<file path="src/rtl/instruction_fetch_unit.sv">
// -----------------------------------------------------------------------------
// instruction_fetch_unit
//
// Purpose:
//   Reader side of the instruction memory interface. Owns the program counter,
//   drives a registered memory address, tracks the single outstanding read of a
//   1-cycle synchronous memory and buffers returned words in a small FIFO that
//   feeds the decode stage over a valid/ready handshake. Supports branch
//   redirect (flush) and halt.
//
// Ports:
//   i_clk              system clock, rising edge
//   i_rst_n            asynchronous active-low reset
//   i_start            pulse, begin fetching from current PC when idle
//   i_halt             level, stop issuing new fetches
//   i_redirect_valid   pulse, load PC with i_redirect_addr and flush
//   i_redirect_addr    redirect target
//   o_mem_addr         registered address to instruction memory
//   i_mem_instruction  read data, valid the cycle after o_mem_addr changes
//   o_instr_valid      buffer head valid
//   i_instr_ready      decode stage accepts head
//   o_instr_data       buffered instruction word
//   o_instr_pc         address the head word was fetched from
//   o_busy             fetching or draining
//   o_fetch_count      accepted-handshake counter (only with IFU_PERF_COUNT_EN)
//
// Build option:
//   IFU_PERF_COUNT_EN  adds the 16-bit saturating o_fetch_count output.
//
// States:
//   state | meaning
//   IDLE  | no fetches issued, waiting for start
//   FETCH | issue one fetch per cycle while buffer credit is available
//   DRAIN | halted, waiting for the outstanding read to return
// -----------------------------------------------------------------------------
module instruction_fetch_unit #(
    parameter int ADDR_W    = 3,
    parameter int DATA_W    = 32,
    parameter int BUF_DEPTH = 2
) (
    input  logic              i_clk,
    input  logic              i_rst_n,
    input  logic              i_start,
    input  logic              i_halt,
    input  logic              i_redirect_valid,
    input  logic [ADDR_W-1:0] i_redirect_addr,
    output logic [ADDR_W-1:0] o_mem_addr,
    input  logic [DATA_W-1:0] i_mem_instruction,
    output logic              o_instr_valid,
    input  logic              i_instr_ready,
    output logic [DATA_W-1:0] o_instr_data,
    output logic [ADDR_W-1:0] o_instr_pc,
    output logic              o_busy
`ifdef IFU_PERF_COUNT_EN
    ,
    output logic [15:0]       o_fetch_count
`endif
);

    localparam int PTR_W = $clog2(BUF_DEPTH);
    localparam int CNT_W = PTR_W + 1;

    typedef enum logic [1:0] {
        IDLE  = 2'd0,
        FETCH = 2'd1,
        DRAIN = 2'd2
    } state_t;

    state_t             r_state;
    state_t             w_state_next;

    logic [ADDR_W-1:0]  r_pc;
    logic [ADDR_W-1:0]  r_mem_addr;
    logic               r_inflight;

    logic [DATA_W-1:0]  r_fifo_data [BUF_DEPTH];
    logic [ADDR_W-1:0]  r_fifo_pc   [BUF_DEPTH];
    logic [PTR_W-1:0]   r_wr_ptr;
    logic [PTR_W-1:0]   r_rd_ptr;
    logic [CNT_W-1:0]   r_count;

    logic               w_pop;
    logic               w_push;
    logic               w_issue;
    logic [CNT_W-1:0]   w_occupancy;
    logic               w_credit;

    assign w_pop  = (r_count != '0) && i_instr_ready;
    // A response returning in a redirect cycle belongs to the old stream.
    assign w_push = r_inflight && !i_redirect_valid;

    // Occupancy counts the slot freed by a pop this cycle so a continuously
    // draining consumer sees one issue per cycle with only two entries.
    assign w_occupancy = r_count + CNT_W'(r_inflight) - CNT_W'(w_pop);
    assign w_credit    = (w_occupancy < CNT_W'(BUF_DEPTH));

    always_comb begin
        w_state_next = r_state;
        w_issue      = 1'b0;
        if (i_redirect_valid) begin
            if (r_state == FETCH && i_halt) begin
                w_state_next = DRAIN;
            end
        end else begin
            case (r_state)
                IDLE: begin
                    if (i_start && !i_halt) begin
                        w_state_next = FETCH;
                    end
                end
                FETCH: begin
                    if (i_halt) begin
                        w_state_next = DRAIN;
                    end else begin
                        w_issue = w_credit;
                    end
                end
                DRAIN: begin
                    if (!r_inflight) begin
                        w_state_next = IDLE;
                    end
                end
                default: w_state_next = IDLE;
            endcase
        end
    end

    always_ff @(posedge i_clk or negedge i_rst_n) begin
        if (!i_rst_n) begin
            r_state <= IDLE;
        end else begin
            r_state <= w_state_next;
        end
    end

    always_ff @(posedge i_clk or negedge i_rst_n) begin
        if (!i_rst_n) begin
            r_pc       <= '0;
            r_mem_addr <= '0;
            r_inflight <= 1'b0;
        end else begin
            r_inflight <= w_issue;
            if (i_redirect_valid) begin
                r_pc <= i_redirect_addr;
            end else if (w_issue) begin
                r_pc       <= r_pc + 1'b1;
                r_mem_addr <= r_pc;
            end
        end
    end

    // The registered memory address doubles as the tag of the outstanding read.
    always_ff @(posedge i_clk or negedge i_rst_n) begin
        if (!i_rst_n) begin
            for (int i = 0; i < BUF_DEPTH; i++) begin
                r_fifo_data[i] <= '0;
                r_fifo_pc[i]   <= '0;
            end
            r_wr_ptr <= '0;
            r_rd_ptr <= '0;
            r_count  <= '0;
        end else if (i_redirect_valid) begin
            r_wr_ptr <= '0;
            r_rd_ptr <= '0;
            r_count  <= '0;
        end else begin
            if (w_push) begin
                r_fifo_data[r_wr_ptr] <= i_mem_instruction;
                r_fifo_pc[r_wr_ptr]   <= r_mem_addr;
                r_wr_ptr              <= r_wr_ptr + 1'b1;
            end
            if (w_pop) begin
                r_rd_ptr <= r_rd_ptr + 1'b1;
            end
            r_count <= r_count + CNT_W'(w_push) - CNT_W'(w_pop);
        end
    end

`ifdef IFU_PERF_COUNT_EN
    logic [15:0] r_fetch_count;

    // A pop coinciding with a redirect is discarded, so it is not counted.
    always_ff @(posedge i_clk or negedge i_rst_n) begin
        if (!i_rst_n) begin
            r_fetch_count <= '0;
        end else if (w_pop && !i_redirect_valid && r_fetch_count != 16'hFFFF) begin
            r_fetch_count <= r_fetch_count + 16'd1;
        end
    end

    assign o_fetch_count = r_fetch_count;
`endif

    assign o_mem_addr    = r_mem_addr;
    assign o_instr_valid = (r_count != '0);
    assign o_instr_data  = r_fifo_data[r_rd_ptr];
    assign o_instr_pc    = r_fifo_pc[r_rd_ptr];
    assign o_busy        = (r_state == FETCH) || (r_state == DRAIN);

endmodule

</file>
<file path="config.mk">
export PLATFORM = sky130hd
export DESIGN_NAME = instruction_fetch_unit
export DESIGN_NICKNAME = d
export VERILOG_FILES = /design/src/rtl/instruction_fetch_unit.sv
export SDC_FILE = /design/constraint.sdc
export NUM_CORES = 1
export LEC_CHECK = 0
export ABC_AREA = 0
export BUFFER_PORTS_ARGS = -buffer_cell sky130_fd_sc_hd__buf_2
export CAP_MARGIN = 5
export CORE_ASPECT_RATIO = 1.75
export CORE_MARGIN = 3
export CORE_UTILIZATION = 35
export CTS_CLUSTER_DIAMETER = 60
export DETAILED_ROUTE_END_ITERATION = 10
export SLEW_MARGIN = 15
export SYNTH_ARGS = -nofsm -noshare
export SYNTH_HDL_FRONTEND = slang
export SYNTH_SLANG_ARGS = --single-unit
</file>
<file path="constraint.sdc">
create_clock -name i_clk -period 2.4 [get_ports i_clk]
set_clock_uncertainty 0.15 [all_clocks]
set_input_delay 0.48 -clock i_clk [delete_from_list [all_inputs] [get_ports i_clk]]
set_output_delay 0.48 -clock i_clk [all_outputs]
set_load 0.01 [all_outputs]
</file>
==> results.py <==
metrics = {
    "outcome": {
        "outcome": "completed",
    },
    "setup_path": {
        "worstPathArrival_ns": 2.44,
        "worst-setup-path-type": "flip-flop to flip-flop",
        "critical_path_required_ns": 2.50,
        "cpMaxStageDelayCell": "dfrtp_1",
        "reg2reg_slack_ns": 0.05,
        "path_max_fanout": 6,
        "worst_setup_path_start_kind": "flip-flop",
        "worst_setup_path_end_kind": "flip-flop",
        "worstPathCellList": "or2_4 -> and2_4 -> ha_1 -> and2b_2 -> xnor2_4 -> buf_4 -> or3_1 -> a31oi_1",
        "critical_path_max_stage_delay_ns": 0.38,
    },
    "yosys": {
        "postSynthRegisterBits": 83,
        "avgSynthCellArea_um2": 14.6,
        "post_synth_instance_area_um2": 3750,
        "synth_fp_nets": 305,
        "synth.yosys.seq_area_share_pct": 55.4,
        "yosysWarningCount": 0,
        "cell_count_after_synthesis": 257,
        "number_of_different_library_cells_in_the_post_synthesis_netlist": 31,
    },
    "routing": {
        "dr.pass1.iters": 4,
        "route.detailed.drc": 0,
        "ant_nets": 0,
        "avgRoutedWirePerCell_um": 16.1,
        "vias_per_cell": 4.88,
        "overall_via_count_from_detail_route": 2343,
        "drt_first_iter_violations": 81,
        "drt-total-wl_mm": 7.74,
    },
    "placed_design": {
        "placed_cells": 462,
        "port-buffer-count": 80,
        "placedInstanceArea_um2": 4370,
        "hpwlAfterDp_mm": 5.45,
        "place.gp.congestion": 0.722,
        "pre_cts_slack_ns": 0.00969,
    },
    "floorplan": {
        "die_height_um": 143,
        "placement_rows": 49,
        "io_pins": 81,
        "width_of_the_die_um": 84.3,
        "die-area_um2": 12000,
        "initial_utilization_pct": 36.2,
        "core_region_area_um2": 10400,
    },
    "power_and_ir_drop": {
        "power.static_leakage_uw": 0.00249,
        "peakVddDrop_mv": 0.473,
        "p_per_area_nw_per_um2": 919,
    },
    "global_route": {
        "gr-usage-met3_pct": 2.31,
        "grt_first_pass_wirelength_mm": 12.9,
        "global_route.usage.met1_pct": 14.9,
        "number_of_global_route_vias_before_repair": 2613,
        "grt_start_max_net_pins": 67,
        "grt_use_total_pct": 13.8,
        "global_route.overflow_total": 0,
        "grt.busiest_layer": "met2",
        "antenna_violations_before_repair": 0,
        "grt_util_met2_pct": 24.9,
    },
    "layout": {
        "ff_latch_area_um2": 2080,
        "combined_area_of_the_multi_input_logic_cells_um2": 1620,
        "antenna_cells_inserted": 0,
        "fin_area_um2": 4740,
        "num-fill-cells": 976,
        "share_of_post_route_cells_with_drive_strength_above_1_pct": 62.9,
        "layout.nets": 397,
        "stdcell_count": 480,
        "flow.area_growth_from_synthesis_pct": 26.4,
    },
    "clock_network": {
        "path_clk_slew_ns": 0.06,
        "tritoncts": "yes",
        "cts_root_buffer": "clkbuf_16",
        "clock_sinks": 83,
        "cts_htree_levels": 3,
        "clk-insertion-delay-late_ns": 0.33,
        "cts.path.max_buffers": 2,
        "cts_inserted_buffers": 9,
    },
    "timing": {
        "rsz0062_at_grt": "false",
        "worst_slew_margin_rel_pct": 65.5,
        "slew_viol_final": 0,
        "worst_pin_slew_ns": 0.517,
        "timing.final.setup_violations": 0,
        "post-route-min-period_ns": 2.35,
        "hold-worst-slack_ns": 0.236,
        "finalWorstSetupSlack_ns": 0.0543,
        "fmaxAchievable_mhz": 426,
        "share_of_the_cycle_needed_by_the_critical_path_after_routing_pct": 97.7,
        "final_sum_of_negative_setup_slack_ns": 0,
        "hold_viol_final": 0,
    },
    "hold_path": {
        "min-delay-path-class": "primary input to flip-flop",
    },
    "run": {
        "maxCapViolations": 0,
    },
}
## cell type report
class / instances / area share, %
clock buffer: 10 / 5.04
clock inverter: 5 / 1.64
inverter: 8 / 0.633
multi-input combinational: 155 / 34.0
sequential: 83 / 43.8
tap: 127 / 3.35
timing repair buffer: 92 / 11.5
## power breakdown
part | internal, uW | switching, uW
clock network | 929 | 522
logic | 648 | 532
registers | 1610 | 119
## metal layers
layer,part of all wire (%),up-vias
li1,-,1092
met1,38,1194
met2,56,44
met3,3.5,13
met4,2.7,0
met5,0,-
## worst max-delay path, delay by kind of cell, from the launching register on
kind / cells / cell delay (ns)
adders and majority gates: 1 / 0.26
AOI/OAI and AO/OA: 1 / 0.18
and+or+nand+nor: 4 / 0.98
DFF: 1 / 0.38
xor gates and xnor gates: 1 / 0.15
buffers and inverters: 1 / 0.16
## layout by cell type (no fill, tap or decap), types with 2 or more instances in the layout
cell         n
mux2_2     104
dfrtp_1     82
buf_12       4
a21oi_1      2
ha_1         7
a31oi_1      2
xnor2_1      3
bufinv_16    2
o21ai_0      2
buf_4        8
o22a_1       2
mux2_4       3
clkbuf_16    9
buf_2       79
nor2_1       4
nor2b_1      2
clkinv_2     2
nand2_1      5
inv_1        8
## through the flow
stage | utilization, % | total power [uW]
floorplan | - | 2460
global placement | 42.2 | 2860
detailed placement | 42.2 | 2900
CTS | 45.4 | 4380
global route | 45.8 | 4630
finish | 45.8 | 4360
## cell usage after synthesis, drive strengths merged
cell type,n,area [um^2]
mux2,108,1220
nor2b,2,12.5
a32oi,1,8.76
dfrtp,83,2080
o21ai,2,10.0
or3,1,6.26
o22a,2,17.5
nand3,1,5.00
a31oi,2,12.5
nand2,6,22.5
inv,8,30.0
nor3,1,16.3
or2,1,6.26
ha,7,87.6
buf,10,57.6
nand2b,1,6.26
xnor2,5,58.8
xor2,1,8.76
o211ai,1,7.51
nor2,5,26.3
a21oi,2,10.0
and2b,2,15.0
clkbuf,1,3.75
or4,1,7.51
a221oi,1,8.76
o21a,1,7.51
and2,1,6.26
## registers in the layout, summed over array words and instances, names as in the netlist
name and count:
r_fifo_data 64, r_fifo_pc 6, o_mem_addr 3, r_pc 3
r_count 2, r_state 2, r_inflight 1, r_rd_ptr 1
r_wr_ptr 1
## logic make-up after synthesis
family                     synth area share [%]
AOI/OAI and AO/OA                          2.20
xor gates and xnor gates                   1.80
muxes                                      32.4
buffers and inverters                      2.43
DFF                                        55.4
and+or+nand+nor                            3.47
adders and majority gates                  2.33
## path summary, 6_finish.rpt
path | start | to | cells past startpoint
max in group asynchronous | i_rst_n | r_fifo_data[24]$_DFFE_PN0P_ | 3
setup reg to reg | r_count[0]$_DFF_PN0_ | r_pc[2]$_DFFE_PN0P_ | 8
hold / removal | i_mem_instruction[10] | r_fifo_data[10]$_DFFE_PN0P_ | 2
hold reg to reg | r_fifo_data[21]$_DFFE_PN0P_ | r_fifo_data[21]$_DFFE_PN0P_ | 1
min in group asynchronous | i_rst_n | r_fifo_data[30]$_DFFE_PN0P_ | 2
setup / recovery | r_count[0]$_DFF_PN0_ | r_pc[2]$_DFFE_PN0P_ | 8
## what timing repair did
action / CTS / global route
setup endpoints to repair: 0 / 4
setup buffers: 0 / 2
endpoints found under the hold margin: 17 / 0
resized for setup: 0 / 7
hold buffers: 1 / 0
Note: power is estimated with default switching activity, not from simulation.
